$ cat src/rtl/io_bus_master.sv
// io_bus_master
//   Single-outstanding command/response master for a simple strobed
//   peripheral bus. A command is accepted in IDLE. Misaligned addresses
//   are answered with an error and never reach the bus. Aligned commands
//   produce a one-cycle bus_clk_en strobe. Reads then wait READ_LATENCY
//   cycles before sampling the responder's registered data.
//
// Parameters
//   READ_LATENCY  cycles from strobe to valid bus_data_read (1..7)
//   ADDR_W        byte-address width
// Ports
//   clk, rst_n          clock, synchronous active-low reset
//   cmd_*               command channel (valid/ready, write, address, wdata)
//   rsp_*               response channel (valid/ready, rdata, error)
//   bus_clk_en          one-cycle transfer strobe
//   bus_address         byte address to the responder
//   bus_data_write      write data to the responder
//   bus_wren            write enable, qualified by bus_clk_en
//   bus_data_read       registered read data from the responder
module io_bus_master #(
    parameter int READ_LATENCY = 1,
    parameter int ADDR_W       = 32
) (
    input  logic              clk,
    input  logic              rst_n,
    input  logic              cmd_valid,
    output logic              cmd_ready,
    input  logic              cmd_write,
    input  logic [ADDR_W-1:0] cmd_address,
    input  logic [31:0]       cmd_wdata,
    output logic              rsp_valid,
    input  logic              rsp_ready,
    output logic [31:0]       rsp_rdata,
    output logic              rsp_error,
    output logic              bus_clk_en,
    output logic [ADDR_W-1:0] bus_address,
    output logic [31:0]       bus_data_write,
    output logic              bus_wren,
    input  logic [31:0]       bus_data_read
);

    localparam logic [1:0] S_IDLE  = 2'd0;
    localparam logic [1:0] S_ISSUE = 2'd1;
    localparam logic [1:0] S_WAIT  = 2'd2;
    localparam logic [1:0] S_RESP  = 2'd3;

    // Counter reload: WAIT lasts READ_LATENCY cycles, the last one is lat_cnt==0.
    localparam logic [2:0] LAT_LAST = 3'(READ_LATENCY - 1);

    logic [1:0] state;
    logic [2:0] lat_cnt;
    logic       cap_write;

    assign cmd_ready = (state == S_IDLE);

    always_ff @(posedge clk) begin
        if (!rst_n) begin
            state          <= S_IDLE;
            lat_cnt        <= 3'd0;
            cap_write      <= 1'b0;
            bus_clk_en     <= 1'b0;
            bus_wren       <= 1'b0;
            bus_address    <= '0;
            bus_data_write <= 32'd0;
            rsp_valid      <= 1'b0;
            rsp_rdata      <= 32'd0;
            rsp_error      <= 1'b0;
        end else begin
            case (state)
                S_IDLE: begin
                    if (cmd_valid) begin
                        cap_write <= cmd_write;
                        if (cmd_address[1:0] != 2'b00) begin
                            // Rejected before the bus: address/data registers keep old values.
                            state     <= S_RESP;
                            rsp_valid <= 1'b1;
                            rsp_error <= 1'b1;
                            rsp_rdata <= 32'd0;
                        end else begin
                            // The bus registers double as the captured address/data,
                            // so the strobe lines up with ISSUE.
                            state          <= S_ISSUE;
                            bus_clk_en     <= 1'b1;
                            bus_wren       <= cmd_write;
                            bus_address    <= cmd_address;
                            bus_data_write <= cmd_wdata;
                        end
                    end
                end
                S_ISSUE: begin
                    bus_clk_en <= 1'b0;
                    bus_wren   <= 1'b0;
                    if (cap_write) begin
                        state     <= S_RESP;
                        rsp_valid <= 1'b1;
                        rsp_error <= 1'b0;
                        rsp_rdata <= 32'd0;
                    end else begin
                        state   <= S_WAIT;
                        lat_cnt <= LAT_LAST;
                    end
                end
                S_WAIT: begin
                    if (lat_cnt == 3'd0) begin
                        state     <= S_RESP;
                        rsp_valid <= 1'b1;
                        rsp_error <= 1'b0;
                        rsp_rdata <= bus_data_read;
                    end else begin
                        lat_cnt <= lat_cnt - 3'd1;
                    end
                end
                S_RESP: begin
                    if (rsp_ready) begin
                        state     <= S_IDLE;
                        rsp_valid <= 1'b0;
                    end
                end
                default: state <= S_IDLE;
            endcase
        end
    end

endmodule

$ cat config.mk
export PLATFORM = sky130hd
export DESIGN_NAME = io_bus_master
export DESIGN_NICKNAME = d
export VERILOG_FILES = /design/src/rtl/io_bus_master.sv
export SDC_FILE = /design/constraint.sdc
export NUM_CORES = 1
export LEC_CHECK = 0
export BUFFER_PORTS_ARGS = -buffer_cell sky130_fd_sc_hd__buf_2
export CORE_ASPECT_RATIO = 0.8
export CORE_MARGIN = 2
export CORE_UTILIZATION = 46
export DETAILED_ROUTE_END_ITERATION = 7
export PLACE_DENSITY = 0.89
export SYNTH_ARGS = -nofsm -noshare
export SYNTH_HDL_FRONTEND = slang
export SYNTH_SLANG_ARGS = --single-unit
$ cat constraint.sdc
create_clock -name clk -period 2.1 [get_ports clk]
set_clock_uncertainty 0.05 [all_clocks]
set_input_delay 0.42 -clock clk [delete_from_list [all_inputs] [get_ports clk]]
set_output_delay 0.42 -clock clk [all_outputs]
set_load 0.05 [all_outputs]
==> impl_results.md, run 1 <==
- Status: completed
- Finish-stage setup viols: 0
- Initial DRC Count: 222
- Synth cell types: 30
- Clock root buffer: clkbuf_8
- Top cells by count, synth: nand2_1 (196), dfxtp_1 (106), a21oi_1 (71)
- Final worst path period share: 94.3%
- Clock Tree Buf Depth: 2
- Most common cell in the netlist: nand2_1
- Final net count: 787
- Cell Rows: 30
- Final HPWL DP: 7.57 mm
- Pins over their slew limit: 0
- H-tree Lvls: 3
- Register area share after synthesis: 51.8%
- # IOs: 202
- Simple-gate share of the synthesized area: 21.7%
- Max VDD drop: 0.624 mV
- Setup TNS: 0 ns
- Dpl cell area: 0.00519 mm^2
- CP Cell Sequence: inv_1 -> ha_2 -> nor2b_4 -> a2111oi_4 -> and2_4 -> buf_12 -> mux2i_1
- Number of routed nets with antenna violations: 0
- Most area-hungry cell type in the Yosys netlist: dfxtp_1
- Chip Height: 88.4 um
- CTS sink count: 106
- First-pass GRT wire length: 16.3 mm
- Crit-path leading delay family: simple AND/OR/NAND/NOR gates
- Tot GR Track Use: 21.4%
- Bufs and invs on worst path: 2
- Area delta synth->final: 31.7%
- Post-Syn Area per Cell: 8.45 um^2
- Cell count after synthesis: 485
- Die outline width: 110 um
- CTS tree: yes
- Vias per std cell: 4.87
- Share of cells above drive strength 1: 35.5%
- Clock network power share: 20.3%
- Ys async rst share: 0%
- Switching share of power: 39.8%
- Comb pwr share: 40.0%
- Top cells by area, synth: dfxtp_1 (52%), nand2_1 (18%), a21oi_1 (8.7%)
- Clock-pin slew of the registers on the worst-case setup and hold paths: 0.10 ns
- Total Power: 0.00588 W
- Slew margin rel.: 74.9%
- Critical Path AT: 2.22 ns
- Cell Int Power: 0.00354 W
- Switching pwr: 0.00234 W
- Initial core utilization: 47.9%
- Gr ovfl total: 0
- Layout Cells excl Fill: 796
- Leakage: 2.54 nW
- Max-cap viol count: 0
- Synth Area in Compound Gates: 11.1%
- Tightest Pin Transition: 0.377 ns
- Multiplexer share of the synthesized area: 7.82%
- Syn Nets: 593
- Port bufs: 201
- Number of global-route vias before repair: 3632
- Initial antenna violation count: 0
- Hold Vio Cnt, Final: 0
- Post-route cell area: 0.00540 mm^2
- FMAX: 0.505 GHz
- Worst hold-check slack: 0.225 ns
- Worst-Skew Late Latency: 0.37 ns
- Slowest-stage cell, CP: dfxtp_2
- Power per Cell Area: 1090 mW/mm^2
- First-pass DRT Iterations: 5
- Final min period: 1.98 ns
- Die area: 0.00968 mm^2
- Seq cells post-synth: 106
- Synth Flop Type: dfxtp_1
- WP data required: 2.34 ns
- Antenna Cells: 0
- Routed len/inst: 13.0 um
- Hold Path Class: primary input to flip-flop
- Worst setup path class: flip-flop to flip-flop
- Setup crit start kind: flip-flop
- Syn Std Cell Area: 0.00410 mm^2
- Largest family of logic cells by synthesized area: simple AND/OR/NAND/NOR gates
- Hold-fix buffers at CTS: 0
- Fraction of synthesized cell area in xor and xnor cells: 0%
- Reg power frac: 39.7%
- Drt drc: 0
- Largest net degree at the start of global routing: 67
- Post-Route WL: 10.4 mm
- Top-area cell type share of the netlist area: 51.8%
- DR vias: 3877
- GPL Wtd Cong: 0.792
- Post-Synth Adder-Cell Area: 2.14%
- Synthesis warning total: 0
- DP Cell Count: 779
- Crit. End Element: flip-flop
- TritonCTS buffer count: 9
- Core ar.: 0.00856 mm^2
- Crit path max fanout: 19
- EDFF count, synth: 0
- Crit-path max cell delay: 0.38 ns
final timing paths:
kind                                                      to  slack (ns)                    startpoint  depth (start not counted)
worst max-delay path               rsp_rdata[3]$_SDFFE_PN0P_        0.12         state[0]$_SDFFE_PN0P_                          7
worst min-delay path             bus_address[5]$_SDFFE_PN0P_        0.23                cmd_address[5]                          3
worst max register to register     rsp_rdata[3]$_SDFFE_PN0P_        0.12         state[0]$_SDFFE_PN0P_                          7
worst min register to register  bus_address[25]$_SDFFE_PN0P_        0.41  bus_address[25]$_SDFFE_PN0P_                          2
stage by stage:
stage	setup WS (ns)	utilization [%]
6_report	0.120	63.0
5_1_grt	-0.000990	63.0
4_1_cts	0.0149	62.9
3_5_place_dp	0.0325	60.7
3_3_place_gp	0.162	60.7
2_1_floorplan	0.0617	-
per-layer routing:
| layer | part of all wire, % | track usage, % | wire, um | up-vias |
|---|---|---|---|---|
| met3 | 9.1 | 7.66 | 944 | 13 |
| met1 | 42 | 24.0 | 4330 | 1756 |
| met5 | 0 | 0 | 0 | - |
| met2 | 48 | 38.6 | 4970 | 150 |
| li1 | - | - | - | 1958 |
| met4 | 1.4 | 5.87 | 142 | 0 |
cells in the final DEF (no fill, tap or decap), types with 2 or more instances in the layout:
cell type / synthesis / routed
dfxtp_1: 106 / 104
dfxtp_2: 0 / 2
nand2_1: 196 / 196
and3_1: 2 / 2
buf_2: 7 / 201
mux2i_1: 32 / 31
ha_1: 7 / 6
inv_1: 8 / 8
buf_12: 4 / 3
nor2_1: 5 / 4
a32o_1: 2 / 2
nand3_1: 3 / 3
buf_4: 0 / 10
o21ai_0: 5 / 5
a21oi_1: 71 / 71
clkinvlp_4: 0 / 2
clkbuf_8: 0 / 11
state kept, by name, indices dropped and copies added (netlist names):
| signal | count |
|---|---|
| rsp_valid | 1 |
| bus_data_write | 32 |
| bus_address | 32 |
| bus_wren | 1 |
| lat_cnt | 3 |
| rsp_error | 1 |
| state | 2 |
| cap_write | 1 |
| bus_clk_en | 1 |
| rsp_rdata | 32 |
worst reg2reg max path, cell delays in order, from the launching register on:
cell and delay, ns:
dfxtp_2 0.38, inv_1 0.08, ha_2 0.24, nor2b_4 0.15
a2111oi_4 0.34, and2_4 0.25, buf_12 0.19, mux2i_1 0.23
final cells by class:
cell class	instances	area [um^2]
tap	112	140
sequential	106	2120
inverter	9	33.8
clock buffer	11	151
timing repair buffer	214	1140
multi-input combinational	339	1770
fill	729	3160
clock inverter	5	37.5
logic make-up (layout without fill, tap and decap cells):
| kind of cell | after synthesis | count (layout) |
|---|---|---|
| buf+inv | 40 | 239 |
| mux | 32 | 32 |
| flops | 106 | 106 |
| fa+ha+maj | 7 | 7 |
| compound gates | 82 | 82 |
| simple gates | 218 | 218 |
timing repair:
action                                  CTS  global route
endpoints found under the setup margin    0            28
setup buffers                             0             1
gates resized for setup                   0             3
power groups by stage:
stage	registers, W	logic (W)	clock network [W]
floorplan	0.00296	0.00134	0
global placement	0.00236	0.00226	0
detailed placement	0.00237	0.00232	0
CTS	0.00233	0.00233	0.00122
global route	0.00236	0.00251	0.00130
finish	0.00233	0.00235	0.00119
Note: power is estimated with default switching activity, not from simulation.
==> inputs of run 2 (changes only) <==
--- a/config.mk
+++ b/config.mk
@@ -6,11 +6,13 @@
 export NUM_CORES = 1
 export LEC_CHECK = 0
 export BUFFER_PORTS_ARGS = -buffer_cell sky130_fd_sc_hd__buf_2
+export CELL_PAD_IN_SITES_DETAIL_PLACEMENT = 1
+export CELL_PAD_IN_SITES_GLOBAL_PLACEMENT = 1
 export CORE_ASPECT_RATIO = 0.8
 export CORE_MARGIN = 2
-export CORE_UTILIZATION = 46
+export CORE_UTILIZATION = 32
 export DETAILED_ROUTE_END_ITERATION = 7
-export PLACE_DENSITY = 0.89
+export PLACE_DENSITY = 0.88
 export SYNTH_ARGS = -nofsm -noshare
 export SYNTH_HDL_FRONTEND = slang
 export SYNTH_SLANG_ARGS = --single-unit
==> constraint.sdc (replaced) <==
create_clock -name clk -period 2 [get_ports clk]
set_clock_uncertainty 0.05 [all_clocks]
set_input_delay 0.4 -clock clk [delete_from_list [all_inputs] [get_ports clk]]
set_output_delay 0.4 -clock clk [all_outputs]
set_load 0.05 [all_outputs]
==> run 2 against run 1 <==
Register-to-register slack worse by 0.06 ns. Cell count is 7.4% higher. Setup slack worse by 0.057 ns. Clock power is 59% higher. First-iteration DRC count is 51% lower. Critical path type unchanged. Critical endpoint is now rsp_rdata[9]$_SDFFE_PN0P_.
==> impl_results.md, run 2 (synthesized netlist as in run 1, its figures left out) <==
- Status: completed (unchanged)
- Most common cell after layout, fill and taps aside: buf_2 (unchanged)
- Critical Path AT: 2.15 ns (was 2.22 ns)
- Layout Utilization: 45.9% (was 63.0%)
- Final HPWL DP: 9.33 mm (was 7.57 mm)
- Share of cells above drive strength 1: 35.2% (was 35.5%)
- Hold Path Class: primary input to flip-flop (unchanged)
- H-tree Lvls: 3 (unchanged)
- GPL Wtd Cong: 0.806 (was 0.792)
- Bufs and invs on worst path: 2 (unchanged)
- Clock-pin slew of the registers on the worst-case setup and hold paths: 0.07 ns (was 0.10 ns)
- Core ar.: 0.0123 mm^2 (was 0.00856 mm^2)
- # IOs: 202 (unchanged)
- Worst hold-check slack: 0.242 ns (was 0.225 ns)
- Antenna Cells: 0 (unchanged)
- DR vias: 3983 (was 3877)
- Layout Cells excl Fill: 855 (was 796)
- Initial core utilization: 33.2% (was 47.9%)
- TritonCTS buffer count: 9 (unchanged)
- Footprint of the multi-input gates: 0.00179 mm^2 (was 0.00177 mm^2)
- Die outline width: 130 um (was 110 um)
- Number of routed nets with antenna violations: 0 (unchanged)
- RSZ-0062 raised after global routing: yes
- FMAX: 0.516 GHz (was 0.505 GHz)
- Pins over their slew limit: 0 (unchanged)
- Worst-Skew Late Latency: 0.34 ns (was 0.37 ns)
- Vias per std cell: 4.66 (was 4.87)
- First-pass DRT Iterations: 4 (was 5)
- Max VDD drop: 0.527 mV (was 0.624 mV)
- Number of global-route vias before repair: 4270 (was 3632)
- CTS tree: yes (unchanged)
- Slew margin rel.: 72.8% (was 74.9%)
- Crit. End Element: flip-flop (unchanged)
- Tot GR Track Use: 18.5% (was 21.4%)
- Finish-stage setup viols: 0 (unchanged)
- Initial DRC Count: 108 (was 222)
- Routed len/inst: 14.7 um (was 13.0 um)
- Clock root buffer: clkbuf_16 (was clkbuf_8)
- Hold Vio Cnt, Final: 0 (unchanged)
- Final net count: 787 (unchanged)
- Area delta synth->final: 38.3% (was 31.7%)
- Port bufs: 201 (unchanged)
- Crit path max fanout: 13 (was 19)
- Chip Height: 105 um (was 88.4 um)
- Slowest-stage cell, CP: dfxtp_1 (was dfxtp_2)
- DP Cell Count: 837 (was 779)
- Hold-fix buffers at CTS: 0 (unchanged)
- Worst setup path class: flip-flop to flip-flop (unchanged)
- CTS sink count: 106 (unchanged)
- Gr ovfl total: 0 (unchanged)
- Dpl cell area: 0.00529 mm^2 (was 0.00519 mm^2)
- FF/Latch Area: 0.00212 mm^2 (about the same)
- Clock Tree Buf Depth: 2 (unchanged)
- CP Cell Sequence: inv_1 -> ha_4 -> nor3b_2 -> a2111oi_4 -> and2_4 -> buf_12 -> mux2i_4 (was inv_1 -> ha_2 -> nor2b_4 -> a2111oi_4 -> and2_4 -> buf_12 -> mux2i_1)
- Post-Route WL: 12.6 mm (was 10.4 mm)
- Drt drc: 0 (unchanged)
- Total Power: 0.00703 W (was 0.00588 W)
- Final worst path period share: 96.9% (was 94.3%)
- Tightest Pin Transition: 0.409 ns (was 0.377 ns)
- Cell Rows: 36 (was 30)
- Leakage: 2.61 nW (was 2.54 nW)
- Crit-path leading delay family: simple AND/OR/NAND/NOR gates (unchanged)
- Largest net degree at the start of global routing: 67 (unchanged)
- Post-route cell area: 0.00567 mm^2 (was 0.00540 mm^2)
- Crit-path max cell delay: 0.33 ns (was 0.38 ns)
- Top flop regs: bus_address x32, bus_data_write x32, rsp_rdata x32 (unchanged)
- Final min period: 1.94 ns (was 1.98 ns)
- Fill cells: 1576 (was 729)
- Setup crit start kind: flip-flop (unchanged)
- First-pass GRT wire length: 20.3 mm (was 16.3 mm)
- Die area: 0.0137 mm^2 (was 0.00968 mm^2)
- WP data required: 2.21 ns (was 2.34 ns)
- Max-cap viol count: 0 (unchanged)
- Most frequent cells in the layout: buf_2 (201), nand2_1 (196), dfxtp_1 (106), a21oi_1 (71), mux2i_1 (30) (was buf_2 (201), nand2_1 (196), dfxtp_1 (104), a21oi_1 (71), mux2i_1 (31))
- Power per Cell Area: 1240 mW/mm^2 (was 1090 mW/mm^2)
- Initial antenna violation count: 0 (unchanged)
run 2: cell types whose count changed in the layout (fill, tap and decap cells not counted), sizes merged:
cell / change
bufinv: +2
clkbuf: -1
clkinv: -1
run 2: path summary, 6_finish.rpt:
path,from,to,slack [ns],cells after the start
worst max-delay path,state[0]$_SDFFE_PN0P_,rsp_rdata[9]$_SDFFE_PN0P_,0.06,7
worst min-delay path,cmd_address[15],bus_address[15]$_SDFFE_PN0P_,0.24,3
worst max register to register,state[0]$_SDFFE_PN0P_,rsp_rdata[9]$_SDFFE_PN0P_,0.06,7
worst min register to register,bus_data_write[31]$_SDFFE_PN0P_,bus_data_write[31]$_SDFFE_PN0P_,0.40,2
run 2: final cells by class:
cell class | instances | area share (%)
Sequential cell | 106 | 37.4
Multi-Input combinational cell | 339 | 31.6
Timing Repair Buffer | 214 | 21.0
Clock buffer | 10 | 4.04
Tap cell | 171 | 3.78
Clock inverter | 6 | 1.57
Inverter | 9 | 0.596
run 2: per-layer routing:
layer	wire length, um	GRT usage [%]	share of wire (%)
met5	0	0	0
met4	175	5.40	1.4
met3	667	4.30	5.3
met2	6700	34.9	53
met1	5050	20.3	40
run 2: repair_timing:
| action | 4_1_cts | 5_1_grt |
|---|---|---|
| setup endpoints to repair | 2 | 14 |
| cloned | 1 | 0 |
| resized for setup | 1 | 4 |
| buffers inserted | 1 | 0 |
| pin swaps | 2 | 1 |
run 2: worst register-to-register path, stage by stage, from the launching register on:
cell	delay (ns)
dfxtp_1	0.33
inv_1	0.09
ha_4	0.20
nor3b_2	0.18
a2111oi_4	0.30
and2_4	0.28
buf_12	0.18
mux2i_4	0.26
run 2: power breakdown:
group | switching (W) | internal [W] | total, W
clock | 0.000785 | 0.00110 | 0.00189
combinational | 0.00171 | 0.00100 | 0.00272
sequential | 0.000111 | 0.00232 | 0.00243
run 2: metrics by stage:
step	setup slack (ns)	TNS, ns
3_5_place_dp	-0.0523	-0.0523
4_1_cts	0.0267	0
6_report	0.0624	0
5_1_grt	-0.0182	-0.0360
3_3_place_gp	0.143	0
2_1_floorplan	0.0386	0
